**config.mk**
```make
export PLATFORM = sky130hd
export DESIGN_NAME = descrambler
export DESIGN_NICKNAME = d
export VERILOG_FILES = /design/src/rtl/descrambler.sv
export SDC_FILE = /design/constraint.sdc
export NUM_CORES = 1
export LEC_CHECK = 0
export CORE_MARGIN = 10
export CORE_UTILIZATION = 43
export DETAILED_ROUTE_END_ITERATION = 10
export GPL_ROUTABILITY_DRIVEN = 0
export GPL_TIMING_DRIVEN = 0
export PLACE_DENSITY = 0.73
export SYNTH_ARGS = -nofsm -noshare
export SYNTH_HDL_FRONTEND = slang
export SYNTH_SLANG_ARGS = --single-unit
```
**constraint.sdc**
```tcl
create_clock -name clk -period 2.1 [get_ports clk]
set_input_delay 0.42 -clock clk [delete_from_list [all_inputs] [get_ports clk]]
set_output_delay 0.42 -clock clk [all_outputs]
set_load 0.03 [all_outputs]
```
**src/rtl/descrambler.sv**
```systemverilog
// descrambler: AUI 257-bit additive descrambler (x^58 + x^39 + 1, all-ones seed); define DESCRAMBLER_STATS_EN for blk_count
module descrambler (
  input  logic         clk,
  input  logic         rst,
  input  logic [256:0] in_data,
  input  logic         in_valid,
  output logic         in_ready,
  input  logic         seed_load,
  output logic [256:0] data_out,
  output logic         valid,
  input  logic         out_ready
`ifdef DESCRAMBLER_STATS_EN
  ,
  output logic [31:0]  blk_count
`endif
);
  localparam logic [57:0] seed_val = '1;
  logic [57:0]  s;
  logic [57:0]  st;
  logic [256:0] ks;
  logic         accept;
  assign in_ready = rst || !valid || out_ready;
  assign accept   = in_valid && in_ready && !rst;
  // unrolled 257-step keystream starting from the seed when a reload coincides with the block
  always_comb begin
    st = seed_load ? seed_val : s;
    ks = '0;
    for (int i = 0; i < 257; i++) begin
      ks[i] = st[57] ^ st[38];
      st    = {st[56:0], ks[i]};
    end
  end
  // LFSR advances only on accepted blocks; single output register with pass-through on consume
  always_ff @(posedge clk) begin
    if (rst) begin
      s        <= seed_val;
      data_out <= '0;
      valid    <= 1'b0;
    end else begin
      s        <= accept ? st : seed_load ? seed_val : s;
      data_out <= accept ? in_data ^ ks : data_out;
      valid    <= accept || (valid && !out_ready);
    end
  end
`ifdef DESCRAMBLER_STATS_EN
  // delivered-block counter; clear wins over a coincident handshake
  always_ff @(posedge clk) begin
    if (rst || seed_load) blk_count <= '0;
    else if (valid && out_ready) blk_count <= blk_count + 32'd1;
  end
`endif
endmodule

```
Yosys cells after proc, flatten, opt, wreduce, memory -nomap -nowiden
Index checks and enable logic that the tools add are counted.

operators by class
  mux-type cells = 2
  bitwise operators = 258
  reduce and logical (&&, ||, !) cells = 9

operator list
  kind               count
  1-bit XOR          257
  257-bit XOR        1
  58-bit 2-to-1 mux  2
  1-bit logical AND  3
  1-bit zero test    3
  1-bit logical OR   3

storage, ports and cells
  bits of input ports = 262
  word-level logic and storage cells = 272
  output and inout bits = 259
  register bits after elaboration = 316

Depth between registers and ports, before layout
Gate-level depths: netlist (run 1).

  word-level depth = 9
  depth in mapped cells = 7
  depth with buffers taken out = 6

Least setup slack after synthesis (run 1)
OpenSTA, ideal clock, no wires.

  path kind = flip-flop to flip-flop
  start point = register s[26]
  end point = register data_out[245]
  library setup time = 0.124 ns
  cell stages (with the launch flop) = 8
  setup slack = 0.140 ns
  path buffers = 1
  required time = 1.976 ns
  clock period less this slack = 1.960 ns
  arrival = 1.836 ns
  cell sequence = dfxtp_1 -> buf_2 -> xnor2_1 -> xor3_1 -> nor2_1 -> xor2_1 -> xor2_1 -> o21ai_1

between the ends
  longest elaborated chain between the ends = 8
  elaborated cells between the ends (all ways) = 16
  classes of those cells = 1 x mux; 15 x bitwise

RTL lines
  element                   RTL line  RTL
  start: declaration        18        logic [57:0] s;
  start signal: assignment  36        s <= seed_val;
  start signal: assignment  40        s <= accept ? st : seed_load ? seed_val : s;
  58-bit 2-to-1 mux (*)     --
  1-bit XOR (5 in a row)    29        ks[i] = st[57] ^ st[38];
  1-bit XOR (*)             29
  257-bit XOR (*)           41        data_out <= accept ? in_data ^ ks : data_out;
  end signal: assignment    41
  end: declaration          9         output logic [256:0] data_out,

Mark *: on every way between the ends. The rest lies on a longest branch, timed or not.
A chain may end at the register's enable or synchronous reset.

Final worst setup path (run 1)
  start point = register s[10]
  end point = register data_out[222]

between the ends
  longest elaborated chain between the ends = 7
  elaborated cells between the ends (all ways) = 13
  classes of those cells = 1 x mux; 12 x bitwise

RTL lines
  element                 RTL line
  58-bit 2-to-1 mux (*)   --
  1-bit XOR (4 in a row)  29
  1-bit XOR (*)           29
  257-bit XOR (*)         41

Marks and branches as above.

==> results of run 1 <==
==> flip-flops by register name, indices dropped and copies added, names as in the netlist <==
name / flops
s: 58
valid: 1
data_out: 257
==> critical path, stage by stage, from the launching register on <==
cell,delay (ns)
dfxtp_1,0.30
buf_2,0.18
xnor2_1,0.39
xnor2_1,0.22
nor2_4,0.35
xnor2_4,0.13
buf_12,0.15
xnor2_2,0.22
o21ai_1,0.08
==> Yosys cell counts <==
master and n:
mux2_2 1, xor2_2 1, a211oi_1 7, nor2_4 4, buf_6 2, nand3b_1 227, a21o_1 4, nand2_1 18
clkbuf_1 111, nor2_2 10, xor2_1 138, a2bb2oi_1 1, nor2_1 210, nor3b_1 5, or2_2 2, mux2_4 5
xnor3_1 7, nor2b_1 6, buf_1 13, nor3_1 59, xor3_1 6, xnor2_4 10, dfxtp_1 316, o21ai_1 18
o21ai_0 220, nand2b_1 4, a21oi_1 49, xnor2_2 15, a22o_1 2, inv_1 1, xnor2_1 371, buf_4 6
o21a_1 6, buf_2 32
==> through the flow <==
stage	TNS (ns)	std cells	power, mW	util (%)	cell area [um2]
2_1_floorplan	0	1887	18.2	-	17100
3_3_place_gp	-321.75	2925	24.4	58.9	22900
3_5_place_dp	-335.59	2925	24.6	58.9	22900
4_1_cts	-0.122	3008	32.5	64.1	24900
5_1_grt	-0.339	3037	35.0	65.8	25600
6_report	-0.219	3038	34.0	65.8	25600
==> repair_timing <==
action	4_1_cts	5_1_grt
gates resized for setup	148	126
buffers inserted	28	25
cloned	0	0
endpoints found under the setup margin	315	279
pin swaps	18	16
==> logic make-up (layout without fill, tap and decap cells) <==
| kind of cell | after synthesis | after routing | synth area share (%) |
|---|---|---|---|
| XOR/XNOR | 548 | 548 | 31.0 |
| buffers and inverters | 165 | 792 | 4.08 |
| AO/OA/AOI/OAI | 307 | 307 | 9.32 |
| flip-flops | 316 | 316 | 37.1 |
| AND/OR/NAND/NOR | 545 | 545 | 18.0 |
| other | 0 | 6 | 0 |
| multiplexers | 6 | 6 | 0.506 |
==> how the worst min path moves through the flow <==
stage | to | slack [ns] | startpoint | cells past startpoint
floorplan | data_out[215]$_SDFFE_PP0P_ | 0.57 | data_out[215]$_SDFFE_PP0P_ | 2
finish | data_out[222]$_SDFFE_PP0P_ | 0.46 | data_out[222]$_SDFFE_PP0P_ | 2
CTS | data_out[228]$_SDFFE_PP0P_ | 0.45 | data_out[228]$_SDFFE_PP0P_ | 2
detailed placement | data_out[246]$_SDFFE_PP0P_ | 0.44 | data_out[246]$_SDFFE_PP0P_ | 2
global route | data_out[222]$_SDFFE_PP0P_ | 0.48 | data_out[222]$_SDFFE_PP0P_ | 2
global placement | data_out[228]$_SDFFE_PP0P_ | 0.43 | data_out[228]$_SDFFE_PP0P_ | 2
==> power breakdown <==
| part | switching (mW) | total [mW] | internal, mW | leakage [nW] |
|---|---|---|---|---|
| clock network | 2.68 | 6.57 | 3.89 | 0.591 |
| logic | 11.0 | 19.2 | 8.18 | 6.34 |
| registers | 0.983 | 8.25 | 7.26 | 2.60 |
| total | 14.7 | 34.0 | 19.3 | 9.53 |
==> layer usage <==
metal	global-route usage, %	vias to the layer above
met1	36.9	7983
met4	17.1	0
li1	-	7449
met2	52.9	1137
met5	0	-
met3	9.35	315
==> area by class of cell <==
class	instances	area share [%]
Buffer	155	3.15
Antenna cell	6	0.0586
Timing Repair Buffer	573	22.3
Inverter	1	0.0147
Sequential cell	316	24.8
Multi-Input combinational cell	1406	42.4
Clock buffer	55	4.32
Tap cell	518	2.53
Clock inverter	8	0.406
==> results by group, run 1 <==
Critical path
  • Worst endpoint required time: 2.53 ns
  • Max FO, Critical Path: 5
  • Worst Setup SP: s[10]$_SDFF_PP1_
  • Critical Path AT: 2.59 ns
  • Launching point of the worst reg2reg path: s[10]$_SDFF_PP1_
  • CP startpoint kind: flop
  • Worst-case reg-to-reg path depth: 8
  • CP endpoint: data_out[222]$_SDFFE_PP0P_
  • Setup crit end kind: flop
  • Worst R2R End: data_out[222]$_SDFFE_PP0P_
  • Reg2Reg Setup Slack: -0.06 ns
  • Critical setup path kind: reg -> reg

Clock tree
  • Clock Tree Buf Depth: 3
  • H-tree levels: 2
  • CTS Root Cell: clkbuf_16
  • CTS sink count: 316
  • CTS Buf Count: 37
  • Worst skew pair latency: 0.57 ns
  • CTS tree: yes
  • # hold bufs at CTS: 0
  • Clock transition at path regs: 0.06 ns

Placed design
  • Dpl ws: -1.31 ns
  • PortBufs: 520
  • HPWL Detailed: 64.5 mm

Yosys
  • Mapped Cells: 1887
  • Synth Register Bits: 316
  • Netlist Area Pre-Place: 17100 um2
  • Synthesized area per cell: 9.05 um2
  • Netlist cell types: 34
  • Top cells by area, synth: dfxtp_1 37%, xnor2_1 19%, nand3b_1 10%, xor2_1 7.1%, o21ai_0 6.5%
  • Largest area contributor in the netlist: dfxtp_1
  • Synth warn: 0
  • Syn_nets: 2149
  • Sequential fraction of the synthesis area: 37.1%
  • Share of the synthesized area in the top cell type: 37.1%

Run
  • Max Cap Viol: 0

Detailed routing
  • Post-route ant nets: 0
  • TritonRoute pass-1 iters: 8
  • WL met2: 38.2 mm
  • Met1 WL: 29.9 mm
  • Routed WL per cell: 27.1 um
  • First DRT Iteration DRCs: 1933
  • WL met3: 8.96 mm
  • DR top layer: met4
  • DRC: 0
  • DR vias: 16884
  • Final wirelength: 82.4 mm
  • Vias/cell: 5.56

Outcome
  • Failing checks: setup timing
  • Status: finished, violations left

Floorplanning
  • Core footprint: 38900 um2
  • Site row count: 72
  • I/O Pins: 521
  • Die height: 219 um
  • Die ar.: 48100 um2
  • Die W: 219 um
  • Starting density of the core: 43.9%

GRT
  • Global-route wire length before repair: 113 mm
  • All-Layer GR Usage: 32.0%
  • Total global routing overflow: 0
  • Largest net degree at the start of global routing: 20
  • Initial antenna violation count: 5
  • Vias in the first global route: 16298

Layout
  • FF/Latch Area: 6350 um2
  • Fillers: 3146
  • Syn-to-layout area delta: 50.0%
  • Most frequent cells in the layout: 504 x clkdlybuf4s50_1, 337 x xnor2_1, 298 x dfxtp_1, 227 x nand3b_1, 220 x o21ai_0
  • Final net count: 2752
  • Most common cell after layout, fill and taps aside: clkdlybuf4s50_1
  • Area of the multi-input gates: 10900 um2
  • Layout cells sized above 1: 14.1%

STA
  • RSZ-0062 raised after global routing: yes
  • WHS: 0.455 ns
  • Worst Setup Slack, final: -0.0615 ns
  • Finish-stage setup viols: 9
  • Post-route clock skew: 0.0325 ns
  • Max Fclk: 0.463 GHz
  • Slew margin rel.: 34.9%
  • Final Max Tran Viols: 0
  • Final hold violations: 0
  • Measured slew at the worst slew-check pin: 0.977 ns
  • Fin crit period: 2.16 ns
  • Tcrit/Tclk final: 103%

Power
  • Pwr dens: 1330 nW/um2
  • Leakage power: 9.53 nW
  • Max IR drop VDD: 0.641 mV

Min path
  • HP Class: reg -> reg
Power figures use the tool's default switching activity.
==> inputs of run 2 (changes only) <==
--- a/config.mk
+++ b/config.mk
@@ -5,12 +5,15 @@
 export SDC_FILE = /design/constraint.sdc
 export NUM_CORES = 1
 export LEC_CHECK = 0
+export ABC_AREA = 1
+export CAP_MARGIN = 25
 export CORE_MARGIN = 10
 export CORE_UTILIZATION = 43
 export DETAILED_ROUTE_END_ITERATION = 10
 export GPL_ROUTABILITY_DRIVEN = 0
 export GPL_TIMING_DRIVEN = 0
 export PLACE_DENSITY = 0.73
+export SLEW_MARGIN = 40
 export SYNTH_ARGS = -nofsm -noshare
 export SYNTH_HDL_FRONTEND = slang
 export SYNTH_SLANG_ARGS = --single-unit
==> run 2 against run 1 <==
  * The flow still finishes with violations (setup timing)
  * Die area is 0.59% lower
  * Cell count is 23% higher
  * Final area is 18% higher
  * Critical path depth is 1 higher
  * Power is 77% higher
  * Clock power is 4.7% higher
  * Global-route usage is 3.7 points higher
  * Critical path type unchanged
  * Largest cell class unchanged
==> results by group, run 2 <==
Outcome
  • Status: finished, violations left
  • Failing checks: setup timing

STA
  • Post-route clock skew: 0.0243 ns (-0.00815 ns)
  • Final Max Tran Viols: 0 (unchanged)
  • Max Fclk: 0.414 GHz (-10%)
  • Measured slew at the worst slew-check pin: 0.897 ns (-0.0801 ns)
  • Slew margin rel.: 40.2% (+5.3 points)
  • Final hold violations: 0 (unchanged)
  • Setup TNS: -5.99 ns (-5.77 ns)
  • Fin crit period: 2.41 ns (+0.251 ns)
  • RSZ-0062 raised after global routing: yes
  • Tcrit/Tclk final: 115% (+12 points)
  • Finish-stage setup viols: 85 (+76)
  • Worst Setup Slack, final: -0.313 ns (-0.251 ns)

Critical path
  • Crit-path cells: nand2_1 -> inv_1 -> nor3_4 -> buf_12 -> nor2_2 -> inv_1 -> clkbuf_2 -> o22ai_2 -> inv_1
  • Worst path slowest cell: o22ai_2
  • Top delay family on crit path: buffers and inverters
  • CP startpoint kind: flop
  • Critical Path AT: 2.84 ns (+0.25 ns)
  • CP max stage delay: 0.47 ns (+0.08 ns)
  • Max FO, Critical Path: 10 (+5)
  • Critical path's most frequent cell: inv_1
  • Critical setup path kind: reg -> reg
  • Number of buffers and inverters on the critical path: 5 (+3)
  • Worst endpoint required time: 2.53 ns (about the same)
  • Setup crit end kind: flop

Detailed routing
  • DRC: 0 (unchanged)
  • Routed WL per cell: 27.0 um (-0.38%)
  • TritonRoute pass-1 iters: 8 (unchanged)
  • Post-route ant nets: 0 (unchanged)
  • Final wirelength: 101 mm (+22%)
  • First DRT Iteration DRCs: 2564 (+33%)
  • DR vias: 21239 (+26%)
  • Vias/cell: 5.70 (+2.5%)

Floorplanning
  • I/O Pins: 521 (unchanged)
  • Die ar.: 47800 um2 (-0.59%)
  • Site row count: 72 (unchanged)
  • Core footprint: 38800 um2 (-0.23%)
  • Starting density of the core: 43.7% (-0.19 points)
  • Die height: 219 um (-0.30%)
  • Die W: 219 um (-0.30%)

Clock tree
  • Clock transition at path regs: 0.07 ns (about the same)
  • Clock Tree Buf Depth: 3 (unchanged)
  • H-tree levels: 2 (unchanged)
  • CTS sink count: 316 (unchanged)
  • CTS tree: yes
  • CTS Buf Count: 37 (unchanged)
  • CTS Root Cell: clkbuf_16
  • # hold bufs at CTS: 0 (unchanged)
  • Worst skew pair latency: 0.58 ns (about the same)

Power
  • Combinational power share: 73.1% (+17 points)
  • Cell-internal power: 29.0 mW (+50%)
  • Leakage power: 13.3 nW (+39%)
  • Power Total: 60.1 mW (+77%)
  • Pwr dens: 1980 nW/um2 (+49%)
  • Max IR drop VDD: 1.51 mV (+140%)
  • Seq pwr share: 15.4% (-8.8 points)
  • Switching Share: 51.7% (+8.5 points)
  • NetSw: 31.1 mW (+110%)
  • Clock power share: 11.5% (-7.8 points)

Placed design
  • HPWL Detailed: 67.9 mm (+5.2%)
  • Dpl cells: 3395 (+16%)
  • PortBufs: 518 (-0.38%)

GRT
  • Global-route wire length before repair: 125 mm (+11%)
  • Initial antenna violation count: 3 (-2)
  • Vias in the first global route: 19351 (+19%)
  • Largest net degree at the start of global routing: 13 (-35%)
  • All-Layer GR Usage: 35.7% (+3.7 points)
  • Total global routing overflow: 0 (unchanged)

Yosys
  • Share of the synthesized area in the top cell type: 37.3% (+0.24 points)
  • Netlist cell types: 39 (+15%)
  • XOR/XNOR Fraction of Synth Area: 18.4% (-13 points)
  • Compound-gate portion of the synthesized area: 11.0% (+1.7 points)
  • Synthesized area per cell: 7.19 um2 (-21%)
  • Ys flop type: dfxtp_1
  • Syn_nets: 2621 (+22%)
  • Commonest cells in the netlist: 769 x nand2_1, 316 x dfxtp_1, 243 x inv_1
  • Top cells by area, synth: dfxtp_1 37%, nand2_1 17%, xor2_1 9.2%, xnor2_1 7.0%, o21ai_0 6.6%
  • Count leader, synth: nand2_1
  • Synth warn: 0 (unchanged)
  • Mapped Cells: 2359 (+25%)
  • Synth Register Bits: 316 (unchanged)
  • Sequential fraction of the synthesis area: 37.3% (+0.24 points)
  • Number of synthesized flops with an enable pin: 0 (unchanged)
  • Simple-gate share of the synthesized area: 25.3% (+7.3 points)
  • Adder-cell area share of the yosys netlist: 0% (unchanged)
  • Netlist Area Pre-Place: 17000 um2 (-0.65%)
  • Mux cell area share after synthesis: 0.118% (-0.39 points)
  • Largest family of logic cells by synthesized area: simple AND/OR/NAND/NOR gates
  • Largest area contributor in the netlist: dfxtp_1
  • Ys async rst share: 0% (unchanged)

Layout
  • Area of the multi-input gates: 12900 um2 (+19%)
  • Regs by FF count: data_out: 257 flops, s: 58 flops, valid: 1 flops
  • Layout cells sized above 1: 30.8% (+17 points)
  • Most flop-heavy register: data_out
  • Most common cell after layout, fill and taps aside: nand2_1
  • Fillers: 2426 (-23%)
  • Cell Count, Final, Fillers Out: 3729 (+23%)
  • Final net count: 3443 (+25%)
  • Syn-to-layout area delta: 78.7%
  • FF/Latch Area: 6400 um2 (+0.73%)
  • Most frequent cells in the layout: 552 x nand2_1, 495 x clkdlybuf4s50_1, 281 x dfxtp_1, 234 x buf_4, 205 x o21ai_0
  • Max reg flops: 257 (unchanged)

Run
  • Max Cap Viol: 0 (unchanged)

Min path
  • HP Class: in -> reg
[run 2: routing by layer]
| layer | up-vias | track usage, % | wire length [um] |
|---|---|---|---|
| met3 | 537 | 10.5 | 13000 |
| met1 | 9985 | 39.8 | 33500 |
| met5 | - | 0 | 54 |
| li1 | 9027 | - | - |
| met2 | 1686 | 57.3 | 45100 |
| met4 | 4 | 26.0 | 9050 |
[run 2: what timing repair did]
action                                 CTS  global route
buffers inserted                       125           142
resized for setup                      331           439
cloned                                   0             1
pin swaps                               83           158
setup endpoints to repair              326           237
endpoints found under the hold margin    0             0
[run 2: power groups by stage]
stage                     Combinational [mW]  Sequential (mW)  Clock [mW]
final                                   43.9             9.27        6.88
after global routing                    45.2             9.38        7.08
after CTS                               34.6             8.95        6.78
after detailed placement                28.4             8.98           0
after global placement                  27.9             8.91           0
after floorplan                         15.4             11.5           0
[run 2: cell families (layout without fill, tap and decap cells)]
logic type / after synthesis / count (layout)
compound gates: 339 / 339
mux: 2 / 2
buf+inv: 336 / 1186
other cells: 0 / 2
xor+xnor: 335 / 335
simple gates: 1031 / 1031
flops: 316 / 316
[run 2: metrics by stage]
| step | hold slack, ns | instance area [um2] | worst slack, ns | utilization [%] |
|---|---|---|---|---|
| 3_3_place_gp | 0.437 | 23600 | -1.49 | 60.7 |
| 4_1_cts | 0.272 | 27500 | -0.0257 | 70.8 |
| 5_1_grt | 0.338 | 30300 | -0.292 | 78.0 |
| 3_5_place_dp | 0.440 | 23600 | -1.54 | 60.7 |
| 6_report | 0.346 | 30300 | -0.313 | 78.1 |
| 2_1_floorplan | 0.493 | 17700 | -0.126 | - |
[run 2: layout make-up]
class,instances,area share [%]
multi-input combinational,1707,42.7
buffer,85,1.81
tap,518,2.14
timing repair buffer,784,24.9
inverter,250,3.27
antenna,2,0.0165
clock buffer,54,3.60
sequential,316,21.1
clock inverter,13,0.475
[run 2: worst reg2reg max path, delay by kind of cell, from the launching register on]
kind,cells,cell delay (ns)
buffers and inverters,5,1.01
AOI/OAI and AO/OA,1,0.48
and+or+nand+nor,3,0.42
DFF,1,0.36
[run 2: path summary, 6_finish.rpt]
check | endpoint | cells past startpoint | slack, ns | start
worst max-delay path | s[34]$_SDFF_PP1_ | 9 | -0.31 | valid$_SDFF_PP0_
worst min-delay path | s[44]$_SDFF_PP1_ | 3 | 0.35 | rst
worst max register to register | s[34]$_SDFF_PP1_ | 9 | -0.31 | valid$_SDFF_PP0_
worst min register to register | data_out[254]$_SDFFE_PP0P_ | 2 | 0.45 | data_out[254]$_SDFFE_PP0P_
